File: src/rtl/fetch_controller.sv
// Instruction fetch controller: IDLE/RUN/HALT sequencing, a single registered
// output slot with valid/ready handshake, redirect with flush, handshake counter.
module fetch_controller #(
  parameter logic [31:0] RESET_PC = 32'h0000_0000
) (
  input  logic        clk,
  input  logic        rst_n,
  input  logic        start,
  input  logic        halt_req,
  input  logic        redirect,
  input  logic [31:0] redirect_pc,
  output logic [31:0] imem_addr,
  input  logic [31:0] imem_data,
  output logic [31:0] instr,
  output logic [31:0] instr_pc,
  output logic        instr_valid,
  input  logic        instr_ready,
  output logic        running,
  output logic [31:0] fetch_count
);

  localparam int unsigned XLEN  = 32;
  localparam int unsigned WIDXW = XLEN - 2;
  localparam logic [WIDXW-1:0] RESET_WIDX = RESET_PC[XLEN-1:2];

  typedef enum logic [1:0] {
    ST_IDLE = 2'd0,
    ST_RUN  = 2'd1,
    ST_HALT = 2'd2
  } state_t;

  state_t            r_state;
  state_t            w_state_nxt;
  // PC is kept as a word index; the byte offset is always zero.
  logic [WIDXW-1:0]  r_pc;
  logic [WIDXW-1:0]  w_pc_nxt;
  logic [XLEN-1:0]   r_instr;
  logic [XLEN-1:0]   w_instr_nxt;
  logic [WIDXW-1:0]  r_instr_pc;
  logic [WIDXW-1:0]  w_instr_pc_nxt;
  logic              r_instr_valid;
  logic              w_instr_valid_nxt;
  logic              r_running;
  logic              w_running_nxt;
  logic [XLEN-1:0]   r_fetch_count;
  logic [XLEN-1:0]   w_fetch_count_nxt;

  logic              w_hs;
  logic              w_slot_free;
  logic              w_unused;

  assign w_hs        = r_instr_valid & instr_ready;
  assign w_slot_free = ~r_instr_valid | w_hs;
  assign w_unused    = &{1'b0, redirect_pc[1:0]};

  // State, datapath and counter next values.
  always_comb begin
    w_state_nxt       = r_state;
    w_pc_nxt          = r_pc;
    w_instr_nxt       = r_instr;
    w_instr_pc_nxt    = r_instr_pc;
    w_instr_valid_nxt = r_instr_valid;
    w_fetch_count_nxt = r_fetch_count;

    case (r_state)
      ST_IDLE: if (start) w_state_nxt = ST_RUN;
      ST_RUN:  if (halt_req && (!r_instr_valid || w_hs || redirect)) w_state_nxt = ST_HALT;
      ST_HALT: if (start && !halt_req) w_state_nxt = ST_RUN;
      default: w_state_nxt = ST_IDLE;
    endcase

    // Redirect flushes the slot and suppresses any fetch in the same cycle.
    if (redirect) begin
      w_pc_nxt          = redirect_pc[XLEN-1:2];
      w_instr_valid_nxt = 1'b0;
    end else if (r_state == ST_RUN) begin
      if (!halt_req) begin
        if (w_slot_free) begin
          w_instr_nxt       = imem_data;
          w_instr_pc_nxt    = r_pc;
          w_instr_valid_nxt = 1'b1;
          w_pc_nxt          = r_pc + WIDXW'(1);
        end
      end else if (w_hs) begin
        w_instr_valid_nxt = 1'b0;
      end
    end else begin
      w_instr_valid_nxt = 1'b0;
    end

    if (w_hs && !redirect) begin
      w_fetch_count_nxt = r_fetch_count + XLEN'(1);
    end

    w_running_nxt = (w_state_nxt == ST_RUN);
  end

  always_ff @(posedge clk or negedge rst_n) begin
    if (!rst_n) begin
      r_state       <= ST_IDLE;
      r_pc          <= RESET_WIDX;
      r_instr       <= '0;
      r_instr_pc    <= '0;
      r_instr_valid <= 1'b0;
      r_running     <= 1'b0;
      r_fetch_count <= '0;
    end else begin
      r_state       <= w_state_nxt;
      r_pc          <= w_pc_nxt;
      r_instr       <= w_instr_nxt;
      r_instr_pc    <= w_instr_pc_nxt;
      r_instr_valid <= w_instr_valid_nxt;
      r_running     <= w_running_nxt;
      r_fetch_count <= w_fetch_count_nxt;
    end
  end

  assign imem_addr   = {2'b00, r_pc};
  assign instr       = r_instr;
  assign instr_pc    = {r_instr_pc, 2'b00};
  assign instr_valid = r_instr_valid;
  assign running     = r_running;
  assign fetch_count = r_fetch_count;

endmodule

File: config.mk
export PLATFORM = sky130hd
export DESIGN_NAME = fetch_controller
export DESIGN_NICKNAME = d
export VERILOG_FILES = /design/src/rtl/fetch_controller.sv
export SDC_FILE = /design/constraint.sdc
export NUM_CORES = 1
export LEC_CHECK = 0
export ABC_AREA = 1
export CAP_MARGIN = 10
export CORE_ASPECT_RATIO = 0.9
export CORE_MARGIN = 1.5
export CORE_UTILIZATION = 40
export DETAILED_ROUTE_END_ITERATION = 8
export MAX_ROUTING_LAYER = met4
export PLACE_DENSITY = 0.7
export SYNTH_ARGS = -nofsm -noshare
export SYNTH_HDL_FRONTEND = slang
export SYNTH_SLANG_ARGS = --single-unit
export TNS_END_PERCENT = 20
File: constraint.sdc
create_clock -name clk -period 1.88 [get_ports clk]
set_clock_uncertainty 0.2 [all_clocks]
set_input_delay 0.282 -clock clk [delete_from_list [all_inputs] [get_ports clk]]
set_output_delay 0.282 -clock clk [all_outputs]
set_load 0.1 [all_outputs]
==> impl_metrics.py, run 1 <==
metrics = {
    "pwr": {
        "p_leak_nw": 5.04,
        "powerDensity_mw_per_mm2": 1820,
        "vdd_ir_drop_max_uv": 1460,
    },
    "sta": {
        "fin_ws_ps": 10.5,
        "slew_violations": 0,
        "max_freq_ghz": 0.535,
        "final_period_minus_worst_setup_slack_ps": 1870,
        "final-setup-viol-count": 0,
        "rsz0062_at_grt": "yes",
        "period_share": 0.994,
        "hold_viol_final": 0,
        "setup-tns-final_ps": 0,
    },
    "flow_run": {
        "drv_cap": 0,
    },
    "layout": {
        "drive_gt1_frac": 0.276,
        "design_area_mm2": 0.0111,
        "area_growth_pct": 69.8,
        "nNetsFinal": 1155,
        "stdcell_count": 1304,
    },
    "routing": {
        "drc": 0,
        "wl_per_cell_um": 15.3,
        "first_pass_iters": 5,
        "met3_length_mm": 1.47,
        "vias": 6386,
        "viasPerCell": 4.90,
        "routed_wl_mm": 19.9,
        "route.top_layer_used": "met4",
        "final_antenna_net_count": 0,
        "wl_met2_mm": 9.47,
        "drtIter0Drc": 549,
        "drt-met1-wl_mm": 8.75,
    },
    "clocking": {
        "cts_buffers": 17,
        "ctsLongestPathBuffers": 2,
        "clk_pin_slew_ps": 60,
        "cts_tree": "built",
        "htreeDepth": 4,
        "clk_latency_ps": 410,
        "clkSinkCount": 128,
        "cts-root-buf": "clkbuf_16",
    },
    "critical_path": {
        "endpoint_kind": "flop",
        "cp_max_fo": 5,
        "path_class": "reg2reg",
        "worst_setup_path_start_kind": "flop",
        "cp_data_required_time_ps": 1970,
        "cp.arrival_ps": 1960,
    },
    "yosys": {
        "ys_top_cells_by_count": "nand2_1 (342), dfrtp_1 (128), nor2_1 (92)",
        "ys_seq_elements": 128,
        "synth_top_area_frac": 0.491,
        "synth_most_common_cell": "nand2_1",
        "synth_area_leader_cell": "dfrtp_1",
        "synth_seq_area_share": 0.491,
        "ys_types": 39,
        "async_flop_share": 1.00,
        "synthCells": 849,
        "yosys_warnings": 0,
        "syn_avg_cell_area_um2": 7.69,
        "synth_ff_type": "dfrtp_1",
        "synth_area_mm2": 0.00653,
        "synthTopCellsByArea": "dfrtp_1 (49%), nand2_1 (20%), nor2_1 (5.3%)",
        "synth_edf_count": 0,
    },
    "floorplanning": {
        "io_pins": 200,
        "coreArea_mm2": 0.0160,
        "die_area_mm2": 0.0171,
        "rows": 44,
        "initial_utilization": 0.407,
        "die_h_um": 124,
        "die_x_um": 138,
    },
    "global_route": {
        "grt_max_degree": 50,
        "overflow": 0,
        "grt_pass1_wl_mm": 31.5,
        "grt_pass1_vias": 6168,
        "antenna_found_initial": 1,
        "grt_use_total": 0.249,
    },
    "placed_design": {
        "port_buffers": 193,
        "post_dp_cell_area_mm2": 0.0104,
        "gp_congestion": 0.920,
        "dpl.hpwl_mm": 15.1,
        "placedCellCount": 1267,
        "pre_cts_ws_ps": -279,
    },
    "min_path": {
        "hold_path.class": "in2async",
    },
    "outcome": {
        "status": "finished clean",
    },
}
==> registers in the layout, summed over array words and instances (netlist names) <==
| signal | flops |
|---|---|
| fetch_count | 32 |
| instr | 32 |
| instr_valid | 1 |
| r_instr_pc | 30 |
| r_pc | 30 |
| r_state | 2 |
| running | 1 |
==> cells in the final DEF, fill, tap and decap left out, types with 17 or more instances in the layout <==
| cell | Yosys | final |
|---|---|---|
| clkbuf_16 | 0 | 17 |
| nand3_1 | 41 | 41 |
| dfrtp_1 | 128 | 69 |
| o21ai_0 | 46 | 46 |
| buf_12 | 0 | 133 |
| nor2_1 | 92 | 88 |
| clkdlybuf4s50_1 | 0 | 66 |
| dfrtp_2 | 0 | 45 |
| nand2_1 | 342 | 338 |
| buf_4 | 8 | 39 |
| inv_1 | 65 | 64 |
==> layer usage <==
layer  vias to the layer above  global-route usage
met4                         0              0.0579
met1                      3022               0.325
li1                       3124                   -
met3                        21              0.0761
met5                         -                   -
met2                       219               0.381
==> power by group <==
| part | leakage [nW] | switching (mW) | total (mW) | internal, mW |
|---|---|---|---|---|
| Clock | 0.283 | 1.16 | 3.31 | 2.15 |
| Combinational | 3.22 | 7.99 | 12.0 | 4.05 |
| Sequential | 1.54 | 1.15 | 4.85 | 3.69 |
| Total | 5.04 | 10.3 | 20.2 | 9.89 |
==> worst paths after layout <==
| check | from | end | slack (ps) | cells after the start |
|---|---|---|---|---|
| min reg2reg | fetch_count[8]$_DFFE_PN0P_ | fetch_count[8]$_DFFE_PN0P_ | 320 | 1 |
| max in group asynchronous | rst_n | r_pc[16]$_DFFE_PN0P_ | 710 | 3 |
| max | r_pc[1]$_DFFE_PN0P_ | r_pc[18]$_DFFE_PN0P_ | 10 | 9 |
| min | rst_n | r_instr_pc[10]$_DFFE_PN0P_ | 150 | 2 |
| min in group clk | imem_data[4] | instr[4]$_DFFE_PN0P_ | 210 | 3 |
| max reg2reg | r_pc[1]$_DFFE_PN0P_ | r_pc[18]$_DFFE_PN0P_ | 10 | 9 |
==> area by class of cell <==
type                    count  area, um2
fillers                  1192       4940
inverters                  69        259
repair buffers            240       3640
flip-flops and latches    128       3310
diodes                      1       2.50
clock buffers              26        479
multi-input cells         627       3020
clock inverters             6        108
well taps                 207        259
==> worst max-delay path, cell delays in order (launching register included) <==
cell,delay [ps]
dfrtp_4,480
ha_4,160
nand2_2,60
nor2_4,170
nand2_4,110
nor2_4,200
buf_4,170
nand2_1,50
nand3_1,70
nand3_1,80
==> through the flow <==
stage	utilization	hold slack, ps	power, mW
finish	0.692	152	20.2
global route	0.692	170	20.9
CTS	0.688	154	20.3
detailed placement	0.651	25.3	16.9
global placement	0.651	15.8	16.8
floorplan	-	-214	11.9
==> kinds of logic after synthesis <==
kind of cell,count (synthesis),share of synthesized area
AO/OA/AOI/OAI,71,0.0629
XOR/XNOR,23,0.0320
adder cells (fa/ha/maj),2,0.00383
buffers and inverters,97,0.0623
flip-flops,128,0.491
other,1,0.000575
AND/OR/NAND/NOR,527,0.347
==> timing repair <==
item | in CTS | in global routing
gates resized for setup | 0 | 9
endpoints found under the setup margin | 0 | 16
hold endpoints to repair | 126 | 0
hold buffers | 1 | 0
setup buffers | 0 | 3
Note: power is estimated with default switching activity, not from simulation.
==> run 2: changes to the inputs <==
- CORE_MARGIN: 1.5 -> 2
- clock period: 1.88 -> 2.4 ns (I/O delays scaled with it)
==> impl_metrics.py, run 2 (same netlist as run 1, synthesis figures left out) <==
metrics = {
    "outcome": {
        "status": "finished clean",
    },
    "sta": {
        "worst_slew_pin_slew_ps": 593,
        "period_share": 0.848,
        "final-setup-viol-count": 0,
        "slew_headroom": 0.605,
        "slew_violations": 0,
        "final_period_minus_worst_setup_slack_ps": 2040,
        "hold_viol_final": 0,
        "rsz0062_at_grt": "no",
        "max_freq_ghz": 0.491,
        "whs_ps": 270,
        "fin_ws_ps": 364,
    },
    "layout": {
        "finish.utilization": 0.564,
        "mostFrequentLayoutCells": "nand2_1 (342), buf_4 (137), dfrtp_1 (125)",
        "design_area_mm2": 0.00906,
        "area_growth_pct": 38.9,
        "nNetsFinal": 1123,
        "drive_gt1_frac": 0.197,
        "final_common_cell": "nand2_1",
    },
    "placed_design": {
        "dpl.hpwl_mm": 13.6,
        "port_buffers": 193,
        "post_dp_cell_area_mm2": 0.00842,
        "gp_congestion": 0.863,
        "pre_cts_ws_ps": 125,
    },
    "critical_path": {
        "cp_max_fo": 8,
        "endpoint_kind": "flop",
        "reg2reg_to": "r_pc[24]$_DFFE_PN0P_",
        "worst_setup_path_start_kind": "flop",
        "ff2ff_setup_slack_ps": 360,
        "crit_slowest_cell": "dfrtp_2",
        "critPathBufInv": 0,
        "reg2reg_from": "r_pc[1]$_DFFE_PN0P_",
        "path_common_cell": "nand2_1",
        "cp-startpoint": "r_pc[1]$_DFFE_PN0P_",
        "reg2reg_depth": 10,
        "cp.arrival_ps": 2140,
        "path_cells": "ha_1, nand2_1, nor2_2, nand2_2, nor2_4, nand2_2, nand2_1, nand3_1, nand2_1, nand2_1",
        "cp_data_required_time_ps": 2510,
        "cp_top_family": "simple AND/OR/NAND/NOR gates",
        "worst-path-stages": 10,
        "path_class": "reg2reg",
        "crit_end": "r_pc[24]$_DFFE_PN0P_",
        "slowest_delay_ps": 400,
    },
    "pwr": {
        "p_total_mw": 13.7,
        "p_leak_nw": 4.49,
        "vdd_ir_drop_max_uv": 1320,
        "powerDensity_mw_per_mm2": 1510,
    },
    "clocking": {
        "clkSinkCount": 128,
        "ctsLongestPathBuffers": 2,
        "cts_buffers": 17,
        "clk_pin_slew_ps": 60,
        "cts_resized": 0,
        "cts_setup_buffers": 0,
        "cts-root-buf": "clkbuf_16",
        "cts_tree": "built",
        "clk_latency_ps": 420,
        "htreeDepth": 4,
    },
    "global_route": {
        "overflow": 0,
        "grt_use_total": 0.223,
        "grt_pass1_vias": 5978,
        "antenna_found_initial": 2,
        "grt_pass1_wl_mm": 30.2,
        "grt_max_degree": 62,
    },
    "routing": {
        "drtIter0Drc": 362,
        "wl_per_cell_um": 14.6,
        "drc": 0,
        "vias": 6241,
        "viasPerCell": 4.90,
        "first_pass_iters": 5,
        "final_antenna_net_count": 0,
        "routed_wl_mm": 18.5,
    },
    "floorplanning": {
        "coreArea_mm2": 0.0161,
        "die_area_mm2": 0.0174,
        "rows": 44,
        "initial_utilization": 0.406,
        "die_h_um": 125,
        "die_x_um": 139,
        "io_pins": 200,
    },
    "min_path": {
        "hold-path-cell-count": 2,
        "hold_path.class": "reg2reg",
    },
    "flow_run": {
        "drv_cap": 0,
    },
}
run 2: cell types whose count changed in the layout (fill, tap and decap cells not counted), sizes merged:
cell,before,now
diode,1,2
clkbuf,26,22
clkinv,2,6
buf,173,141
run 2: worst min-delay path by stage:
| stage | from | to | slack (ps) |
|---|---|---|---|
| after global placement | rst_n | r_instr_pc[7]$_DFFE_PN0P_ | 200 |
| after CTS | imem_data[1] | instr[1]$_DFFE_PN0P_ | 260 |
| after global routing | imem_data[31] | instr[31]$_DFFE_PN0P_ | 270 |
| after floorplan | rst_n | fetch_count[0]$_DFFE_PN0P_ | -140 |
| after detailed placement | rst_n | r_state[0]$_DFF_PN0_ | 200 |
| final | instr[28]$_DFFE_PN0P_ | instr[28]$_DFFE_PN0P_ | 270 |
run 2: area by class of cell:
cell class / instances / area, um2
well taps: 207 / 259
clock buffers: 22 / 494
multi-input cells: 627 / 2940
inverters: 69 / 259
clock inverters: 10 / 131
repair buffers: 208 / 1770
fillers: 1522 / 7010
flip-flops and latches: 128 / 3210
diodes: 2 / 5.00
run 2: metrics by stage:
stage / cells / TNS, ps
after floorplan: 852 / -19.6
after global placement: 1238 / 0
after detailed placement: 1238 / 0
after CTS: 1271 / 0
after global routing: 1273 / 0
final: 1273 / 0
run 2: repair_timing:
item | in CTS | in global routing
endpoints found under the setup margin | 0 | 0
hold buffers | 1 | 0
hold endpoints to repair | 58 | 0
run 2: where the power goes:
part | switching [mW] | internal, mW
logic | 6.16 | 1.41
clock network | 0.966 | 1.76
registers | 0.542 | 2.85
run 2: tightest hold or removal path, cell delays in order, from the launching register on:
cell and delay [ps]:
dfrtp_1 340, nand2_1 50, nand2_1 50
run 2: metal layers:
| layer | wire [um] | global-route usage | vias up |
|---|---|---|---|
| met5 | 0 | - | - |
| met4 | 289 | 0.0624 | 0 |
| met3 | 1610 | 0.0655 | 24 |
| met2 | 8280 | 0.333 | 233 |
| met1 | 8360 | 0.298 | 2922 |
| li1 | - | - | 3062 |
==> run 3: changes to the inputs <==
- PLACE_DENSITY: 0.7 -> 0.73
- clock period: 2.4 -> 1.7 ns (I/O delays scaled with it)
==> impl_metrics.py, run 3 (same netlist as run 1, synthesis figures left out) <==
metrics = {
    "critical_path": {
        "worst_setup_path_start_kind": "flop",
        "cp_data_required_time_ps": 1240,
        "path_class": "reg2out",
        "endpoint_kind": "output pin",
        "cp.arrival_ps": 1310,
        "cp_max_fo": 2,
    },
    "floorplanning": {
        "die_area_mm2": 0.0174,
        "initial_utilization": 0.406,
        "die_h_um": 125,
        "coreArea_mm2": 0.0161,
        "die_x_um": 139,
        "rows": 44,
        "io_pins": 200,
    },
    "global_route": {
        "overflow": 0,
        "antenna_found_initial": 0,
        "grt_pass1_wl_mm": 34.9,
        "grt_pass1_vias": 6944,
        "grt_use_total": 0.262,
        "grt_max_degree": 39,
    },
    "pwr": {
        "comb_power_share": 0.603,
        "p_leak_nw": 5.41,
        "switching_share": 0.505,
        "powerDensity_mw_per_mm2": 1960,
        "p_clk_frac": 0.168,
        "switchingPower_mw": 11.7,
        "seq_power_share": 0.229,
        "vdd_ir_drop_max_uv": 2110,
        "intPower_mw": 11.4,
    },
    "routing": {
        "drtIter0Drc": 588,
        "met3_length_mm": 1.71,
        "drt-met1-wl_mm": 9.33,
        "route.top_layer_used": "met4",
        "wl_met2_mm": 10.3,
        "first_pass_iters": 6,
        "drc": 0,
        "viasPerCell": 5.05,
        "routed_wl_mm": 21.9,
        "vias": 6864,
        "wl_per_cell_um": 16.1,
        "final_antenna_net_count": 0,
    },
    "sta": {
        "rsz0062_at_grt": "yes",
        "hold_viol_final": 0,
        "slew_violations": 0,
        "max_freq_ghz": 0.565,
        "final-setup-viol-count": 13,
        "setup-tns-final_ps": -402,
        "fin_ws_ps": -69.3,
        "period_share": 1.04,
        "final_period_minus_worst_setup_slack_ps": 1770,
    },
    "layout": {
        "fill_cells": 1079,
        "mostFrequentLayoutCells": "nand2_1 (330), buf_12 (134), buf_4 (86)",
        "diodes": 0,
        "nNetsFinal": 1210,
        "final_common_cell": "nand2_1",
        "area_growth_pct": 80.6,
        "design_area_mm2": 0.0118,
        "drive_gt1_frac": 0.350,
        "finish.utilization": 0.733,
        "multi_input_area_mm2": 0.00320,
        "seq_area_mm2": 0.00335,
        "stdcell_count": 1358,
    },
    "clocking": {
        "clkSinkCount": 128,
        "cts-root-buf": "clkbuf_16",
        "clk_latency_ps": 430,
        "cts_tree": "built",
        "ctsLongestPathBuffers": 2,
        "clk_pin_slew_ps": 50,
        "htreeDepth": 4,
        "cts_buffers": 17,
    },
    "placed_design": {
        "dpl.hpwl_mm": 16.2,
        "gp_congestion": 0.889,
        "post_dp_cell_area_mm2": 0.0109,
        "placedCellCount": 1314,
        "port_buffers": 193,
    },
    "min_path": {
        "hold_path.class": "in2async",
    },
    "outcome": {
        "status": "complete, but fails checks",
        "violations": "setup timing",
    },
    "flow_run": {
        "drv_cap": 0,
    },
}
run 3: timing repair:
item	CTS	global route
endpoints found under the setup margin	19	80
gates resized for setup	10	53
hold buffers	1	0
hold endpoints to repair	128	0
setup buffers	4	8
pin swaps	4	12
run 3: path summary, 6_finish.rpt:
path,to,from,slack (ps),cells after the start
max,fetch_count[1],fetch_count[1]$_DFFE_PN0P_,-70,3
min reg2reg,instr[19]$_DFFE_PN0P_,instr[19]$_DFFE_PN0P_,330,2
min,r_instr_pc[7]$_DFFE_PN0P_,rst_n,110,2
max in group asynchronous,r_pc[17]$_DFFE_PN0P_,rst_n,540,3
min in group clk,instr[16]$_DFFE_PN0P_,imem_data[16],160,3
max reg2reg,r_pc[16]$_DFFE_PN0P_,r_pc[1]$_DFFE_PN0P_,-50,8
run 3: routing by layer:
metal	GRT usage	vias up
met5	-	-
met1	0.326	3278
met4	0.0927	0
met2	0.410	299
met3	0.0751	49
li1	-	3238
run 3: area by class of cell:
cell class	count	area share
Sequential cell	128	0.285
Inverter	69	0.0220
Tap cell	207	0.0220
Clock inverter	11	0.0138
Clock buffer	21	0.0391
Multi-Input combinational cell	627	0.272
Timing Repair Buffer	295	0.347
run 3: metrics by stage:
step           hold slack (ps)  total power [mW]  worst slack [ps]
2_1_floorplan             -241              13.2              -221
3_3_place_gp             -4.89              18.9              -289
3_5_place_dp             -3.09              19.1              -316
4_1_cts                    121              23.1             -73.1
5_1_grt                    139              23.9              -140
6_report                   111              23.1             -69.3
run 3: power by group through the flow:
stage	combinational (mW)	clock (mW)	sequential [mW]
floorplan	1.54	0	11.6
global placement	13.7	0	5.29
detailed placement	13.8	0	5.31
CTS	13.9	3.92	5.29
global route	14.4	4.06	5.40
finish	13.9	3.88	5.28
run 3: worst max-delay path: stages, from the launching register on:
cell	delay [ps]
dfrtp_4	490
buf_6	130
buf_6	110
buf_12	150
